`config.mk`:
```
export PLATFORM = sky130hd
export DESIGN_NAME = ovl_width_multi
export DESIGN_NICKNAME = d
export VERILOG_FILES = /design/src/rtl/ovl_width_multi.sv
export SDC_FILE = /design/constraint.sdc
export NUM_CORES = 1
export LEC_CHECK = 0
export ABC_AREA = 1
export ABC_CLOCK_PERIOD_IN_PS = 1630
export CORE_MARGIN = 4
export CORE_UTILIZATION = 55
export CTS_CLUSTER_SIZE = 10
export DETAILED_ROUTE_END_ITERATION = 10
export DONT_BUFFER_PORTS = 1
export PLACE_DENSITY = 0.7
export SYNTH_ARGS = -nofsm -noshare
export SYNTH_HDL_FRONTEND = slang
export SYNTH_SLANG_ARGS = --single-unit
```
`constraint.sdc`:
```
create_clock -name clock -period 1.63 [get_ports clock]
set_clock_uncertainty 0.15 [all_clocks]
set_input_delay 0.163 -clock clock [delete_from_list [all_inputs] [get_ports clock]]
set_output_delay 0.163 -clock clock [all_outputs]
set_load 0.03 [all_outputs]
```
`src/rtl/ovl_width_multi.sv`:
```
// ---------------------------------------------------------------------------
// ovl_width_multi
//
// Multi-channel pulse-width checker. Each bit of test_expr is watched on its
// own. The checker measures every high pulse in clock samples. It flags a
// pulse that ends before MIN_CKS samples, and a pulse that is still high
// after MAX_CKS samples. Setting either bound to 0 turns that check off.
// All violation outputs are registered and assert one cycle after the
// sample that caused them.
//
// Optional feature: define OVL_WIDTH_COVER_EN to add coverage logic. With
// it, fire[2] pulses after every legal completed pulse, and the extra port
// cov_count counts those pulses across all channels.
//
// Ports
//   clock      in   rising-edge clock for all state
//   reset      in   asynchronous, active-low reset
//   enable     in   global enable; low drops every channel to IDLE and
//                   discards any pulse in progress
//   test_expr  in   [NUM_CH] monitored signals
//   fire_min   out  [NUM_CH] one-cycle minimum-width violation pulses
//   fire_max   out  [NUM_CH] one-cycle maximum-width violation pulses
//   fire       out  [3]   [0] any violation, [1] reserved (0), [2] cover
//   cov_count  out  [16]  legal pulse count, saturating
//                         (present only with OVL_WIDTH_COVER_EN)
// ---------------------------------------------------------------------------
module ovl_width_multi #(
  parameter int NUM_CH  = 4,
  parameter int MIN_CKS = 1,
  parameter int MAX_CKS = 1
) (
  input  logic              clock,
  input  logic              reset,
  input  logic              enable,
  input  logic [NUM_CH-1:0] test_expr,
  output logic [NUM_CH-1:0] fire_min,
  output logic [NUM_CH-1:0] fire_max,
  output logic [2:0]        fire
`ifdef OVL_WIDTH_COVER_EN
  ,
  output logic [15:0]       cov_count
`endif
);

  // The counter must hold MAX_CKS+1 without wrapping. That lets a pulse
  // longer than MAX_CKS be told apart from one that is exactly MAX_CKS long.
  localparam int MAX_OF = (MIN_CKS > MAX_CKS) ? MIN_CKS : MAX_CKS;
  localparam int CNT_W  = $clog2(MAX_OF + 2);

  localparam logic [CNT_W-1:0] CNT_SAT = '1;
  localparam logic [CNT_W-1:0] CNT_ONE = CNT_W'(1);
  localparam logic [CNT_W-1:0] MIN_C   = CNT_W'(MIN_CKS);
  localparam logic [CNT_W-1:0] MAX_C   = CNT_W'(MAX_CKS);
  localparam bit               MIN_EN  = (MIN_CKS != 0);
  localparam bit               MAX_EN  = (MAX_CKS != 0);

  // Configuration sanity checks, evaluated at elaboration.
  if (NUM_CH < 1 || NUM_CH > 32) begin : g_bad_num_ch
    $error("ovl_width_multi: NUM_CH must be in 1..32");
  end
  if (MIN_CKS < 0 || MAX_CKS < 0) begin : g_bad_sign
    $error("ovl_width_multi: MIN_CKS and MAX_CKS must be non-negative");
  end
  if (MAX_CKS != 0 && MAX_CKS < MIN_CKS) begin : g_bad_range
    $error("ovl_width_multi: nonzero MAX_CKS must not be below MIN_CKS");
  end

  typedef enum logic {
    ST_IDLE = 1'b0,
    ST_HIGH = 1'b1
  } state_t;

  state_t           state_q [NUM_CH];
  logic [CNT_W-1:0] cnt_q   [NUM_CH];

  logic [NUM_CH-1:0] min_set;
  logic [NUM_CH-1:0] max_set;
  logic              fire0_q;

  // Violation detection, one cycle ahead of the registered outputs.
  // cnt_q holds the number of high samples seen so far in this pulse.
  // On the falling sample it is the completed width. While the input stays
  // high, cnt_q == MAX_C marks the sample that makes the pulse too long.
  // The counter saturates above MAX_C, so that equality holds at most once
  // per pulse.
  always_comb begin
    // NOTE: every combinational output gets a default first, so no path
    // leaves it unassigned and no latch is inferred.
    min_set = '0;
    max_set = '0;
    for (int i = 0; i < NUM_CH; i++) begin
      if (enable && state_q[i] == ST_HIGH) begin
        if (test_expr[i]) begin
          max_set[i] = MAX_EN && (cnt_q[i] == MAX_C);
        end else begin
          min_set[i] = MIN_EN && (cnt_q[i] < MIN_C);
        end
      end
    end
  end

  // Per-channel FSM and counter, plus the registered violation outputs.
  // NOTE: this is state, so it uses non-blocking assignments only; every
  // flop samples the values from before the edge.
  always_ff @(posedge clock or negedge reset) begin
    if (!reset) begin
      // NOTE: the per-channel counters are control state, not a data store,
      // so they are reset along with the FSMs.
      for (int i = 0; i < NUM_CH; i++) begin
        state_q[i] <= ST_IDLE;
        cnt_q[i]   <= '0;
      end
      fire_min <= '0;
      fire_max <= '0;
      fire0_q  <= 1'b0;
    end else begin
      fire_min <= min_set;
      fire_max <= max_set;
      fire0_q  <= |(min_set | max_set);
      for (int i = 0; i < NUM_CH; i++) begin
        if (!enable) begin
          state_q[i] <= ST_IDLE;
          cnt_q[i]   <= '0;
        end else if (state_q[i] == ST_IDLE) begin
          // A rise is only seen from IDLE. After a falling sample the
          // channel spends at least one sample in IDLE before it can
          // start a new pulse.
          if (test_expr[i]) begin
            state_q[i] <= ST_HIGH;
            cnt_q[i]   <= CNT_ONE;
          end
        end else begin
          if (test_expr[i]) begin
            if (cnt_q[i] != CNT_SAT) begin
              cnt_q[i] <= cnt_q[i] + CNT_ONE;
            end
          end else begin
            state_q[i] <= ST_IDLE;
            cnt_q[i]   <= '0;
          end
        end
      end
    end
  end

`ifdef OVL_WIDTH_COVER_EN
  // A completed pulse is legal when it broke neither bound. A width above
  // MAX_C means fire_max was raised earlier in the same pulse.
  logic [NUM_CH-1:0] done_ok;
  logic [16:0]       cov_sum;
  logic              cov_fire_q;

  always_comb begin
    done_ok = '0;
    for (int i = 0; i < NUM_CH; i++) begin
      if (enable && state_q[i] == ST_HIGH && !test_expr[i]) begin
        done_ok[i] = !(MIN_EN && (cnt_q[i] < MIN_C)) &&
                     !(MAX_EN && (cnt_q[i] > MAX_C));
      end
    end
  end

  // Several channels can complete in the same cycle. Each one adds to the
  // count, and the extra top bit catches overflow for saturation.
  always_comb begin
    cov_sum = {1'b0, cov_count} + 17'($countones(done_ok));
  end

  always_ff @(posedge clock or negedge reset) begin
    if (!reset) begin
      cov_count  <= '0;
      cov_fire_q <= 1'b0;
    end else begin
      cov_fire_q <= |done_ok;
      cov_count  <= cov_sum[16] ? 16'hFFFF : cov_sum[15:0];
    end
  end

  assign fire = {cov_fire_q, 1'b0, fire0_q};
`else
  assign fire = {1'b0, 1'b0, fire0_q};
`endif

endmodule

```
Yosys cells after proc, flatten, opt, wreduce, memory -nomap -nowiden
Cells that the tools add are included.
- eq/ne operators: 16
- $add $sub $neg: 4
- reduce and logical (&&, ||, !) cells: 9
- order comparisons: 4
- mux-type cells: 44
- bitwise operators: 1
- operators by type and width (cell ; count):
    two-way mux 2 bit ; 20
    two-way mux 1 bit ; 24
    inequality test 4 x 3 -> 1 bit (second input constant) ; 4
    inequality test 3 x 1 -> 1 bit (second input constant) ; 4
    adder 2 x 1 -> 2 bit (second input constant) ; 4
    == test 2 x 1 -> 1 bit (second input constant) ; 4
    less-than comparator 2 x 1 -> 1 bit (second input constant) ; 4
    inequality test 2 bit (second input constant) ; 4
    AND reduction 2 bit ; 4
    logical AND 1 bit ; 4
    OR 4 bit ; 1
    OR reduction 4 bit ; 1
- register bits after elaboration: 21
- output and inout bits: 11
- input bits: 7

Longest topological paths before layout
- depth in word-level cells: 5
- mapped depth: 8
- depth with buffers taken out: 8

Worst setup path after synthesis
OpenSTA, ideal clock, no wires.
- path type: register -> register
- start point: register cnt_q[0] (netlist name)
- end point: register fire0_q
- path slack: 0.440 ns
- period minus slack after synthesis: 1.190 ns
- cell stages (with the launch flop): 9
- arrival: 0.921 ns
- library setup time: 0.119 ns
- path through: dfrtp_1 -> inv_1 -> ha_1 -> nand2_1 -> inv_1 -> nand2_1 -> nand2_1 -> nor2_1 -> nand2_1
- longest elaborated chain between the ends: 5
- RTL lines (item ; RTL line ; RTL):
    from (decl) ; 74 ; logic [CNT_W-1:0] cnt_q [NUM_CH];
    from (signal, indexed assignment) ; 135 ; cnt_q[i] <= cnt_q[i] + CNT_ONE;
    less-than comparator 2 x 1 -> 1 bit or == test 2 x 1 -> 1 bit (tied branches) ; 96, 94 ;
    two-way mux 1 bit ; 93 ; if (test_expr[i]) begin
    two-way mux 1 bit ; 92 ; if (enable && state_q[i] == ST_HIGH) begin
    OR 4 bit * ; 119 ; fire0_q <= |(min_set | max_set);
    OR reduction 4 bit * ; 119 ;
    to (signal assigned) ; 119 ;
    to (decl) ; 78 ; logic fire0_q;
Mark *: on every way between the ends. The rest lies on a longest branch, timed or not.
A chain may end at the register's enable or synchronous reset.

Final worst setup path
- start point: register cnt_q[2] (netlist name)
- end point: register fire0_q
The elaborated chain is that of the path after synthesis.

==> impl_metrics.yaml <==
setup_path:
  r2r_start: "cnt_q[2]"
  regToRegSetupSlack_ps: 300
  r2r_end: "fire0_q"
  required_ps: 1680
  cp-end-kind: "flop"
  ff2ff_path_depth: 8
  critPathMaxFanout: 5
  critPathLaunchType: "flop"
  arrival_ps: 1380
  crit_type: "flop to flop"
flow_run:
  cap_violations: 0
final_layout:
  area_growth_pct: 6.83
  finalInstanceArea_mm2: 0.00129
  layout-drive-gt1-share_pct: 11.7
  finalNetCount: 174
  n_antenna_cell: 0
  fin_cells: 181
timing:
  final.setup.tns_ps: 0
  worst_pin_slew_ps: 889
  rsz0062_at_grt: "no"
  fin_crit_sh_pct: 81.7
  slew-limit-headroom_pct: 40.6
  finalHoldViolCount: 0
  fmax_mhz: 751
  slew_violations: 0
  fin_crit_ps: 1330
  setup_violations: 0
synth:
  ys_seq_area_share_pct: 43.4
  ys_async_sr_fraction_pct: 100
  ys_top_cells_by_count: "nand2_1, inv_1, dfrtp_1"
  synth_most_common_cell: "nand2_1"
  synth_edf_count: 0
  synth.avg_cell_area_um2: 8.23
  ys_warn_count: 0
  synthTopCellsByArea: "dfrtp_1, nand2_1, ha_1, inv_1, nand3_2"
  yosys.area.top_type_share_pct: 43.4
  syn_area_mm2: 0.00121
  synth.largest_area_cell: "dfrtp_1"
  yosys_register_bits: 21
  synth_cell_types: 19
  syn_inst: 147
  synth-main-ff-cell: "dfrtp_1"
detailed_routing:
  drt-wirelength-per-cell_um: 10.8
  drt_iter0_drc: 12
  drt_wl_total_um: 1950
  vias: 850
  drc_errors: 0
  ant_nets: 0
  drt-pass1-iter-count: 4
  viasPerCell: 4.70
grt:
  grt_overflow: 0
  grt_max_degree: 22
  grt_usage_pct: 15.1
  grt_first_pass_wirelength_um: 3280
  grt_pass1_vias: 792
  antenna_found_initial: 0
clock_network:
  clk_path_buf_depth: 2
  clock_sinks: 21
  numCtsBuffers: 3
  clk_pin_slew_ps: 110
  cts_tree: "yes"
  htreeDepth: 1
  root_buffer: "clkbuf_4"
  clk_latency_ps: 290
pwr:
  cellPowerDensity_mw_per_mm2: 754
  worst_ir_drop_vdd_mv: 0.521
  p_leak_uw: 0.000803
floorplanning:
  core_mm2: 0.00202
  die_y_um: 54.9
  rows: 16
  dieArea_mm2: 0.00301
  ios: 18
  initial_utilization_pct: 59.8
  fp.dieW_um: 54.9
run_status:
  status: "finished, final reports clean"
place:
  io_buffers: 0
  placed_cell_area_mm2: 0.00119
  dp_cells: 170
  gp_congestion: 0.818
  hpwl_um: 1510
min_path:
  min-delay-path-class: "input pin to async pin"
==> what timing repair did <==
action,in CTS,in global routing
endpoints found under the setup margin,0,5
setup buffers,0,0
hold endpoints to repair,42,0
resized for setup,0,1
hold buffers,7,0
==> area by class of cell <==
cell class	instances	area [um^2]
clock buffer	4	26.3
fill	166	729
inverter	34	128
multi-input combinational	88	507
sequential	21	526
tap	27	33.8
timing repair buffer	7	72.6
==> worst max path at each step <==
| stage | cells after the start | from | to |
|---|---|---|---|
| final | 8 | cnt_q[2] | fire0_q |
| after global routing | 8 | cnt_q[2] | fire0_q |
| after CTS | 7 | enable | fire0_q |
| after detailed placement | 8 | cnt_q[2] | fire0_q |
| after global placement | 8 | cnt_q[2] | fire0_q |
| after floorplan | 8 | cnt_q[0] | fire0_q |
==> per-layer routing <==
metal | track usage, % | up-vias | wire length (um)
met5 | 0 | - | 0
met4 | 4.86 | 0 | 17
met3 | 2.68 | 2 | 79
met2 | 28.3 | 15 | 1020
met1 | 17.2 | 387 | 827
li1 | - | 446 | -
==> registers in the layout (all words and copies together) (netlist names) <==
register	cells
fire0_q	1
fire_max	4
state_q	4
cnt_q	8
fire_min	4
==> placed cells by master, fill, tap and decap left out <==
cell	n
clkbuf_1	1
clkbuf_4	3
conb_1	2
dfrtp_1	21
dlygate4sd3_1	6
dlymetal6s4s_1	1
ha_1	12
inv_1	28
inv_2	6
nand2_1	43
nand2_2	3
nand3_1	5
nand3_2	4
nand4_1	5
nand4_2	1
nor2_1	6
nor2_2	1
o21ai_0	3
o21ai_1	2
o22ai_1	1
==> power by group <==
part	internal, uW	switching (uW)	leakage, uW	total (uW)
sequential	547	43.6	0.000279	590
clock	95.2	149	0.0000150	244
combinational	52.5	87.7	0.000509	140
==> cells by family (layout without fill, tap and decap cells) <==
group,Yosys count,in the layout,synth area share (%)
simple gates,68,68,26.3
compound gates,6,6,2.59
buf+inv,39,45,15.0
fa+ha+maj,12,12,12.4
other cells,1,2,0.310
flops,21,21,43.4
==> worst max-delay path: stages (launching register included) <==
cell and delay (ps):
dfrtp_1 430, inv_1 60, ha_1 190, inv_1 50, nor2_1 30, nand2_1 80, nand2_1 50, nor2_1 120
nand2_1 70
==> through the flow <==
step	util, %	total power [uW]	hold slack [ps]	worst slack (ps)
after floorplan	-	706	-283	440
after global placement	59.0	702	-282	338
after detailed placement	59.0	709	-282	306
after CTS	63.8	987	301	48.7
after global routing	63.9	1040	350	135
final	63.9	975	275	299
Power figures use the tool's default switching activity.
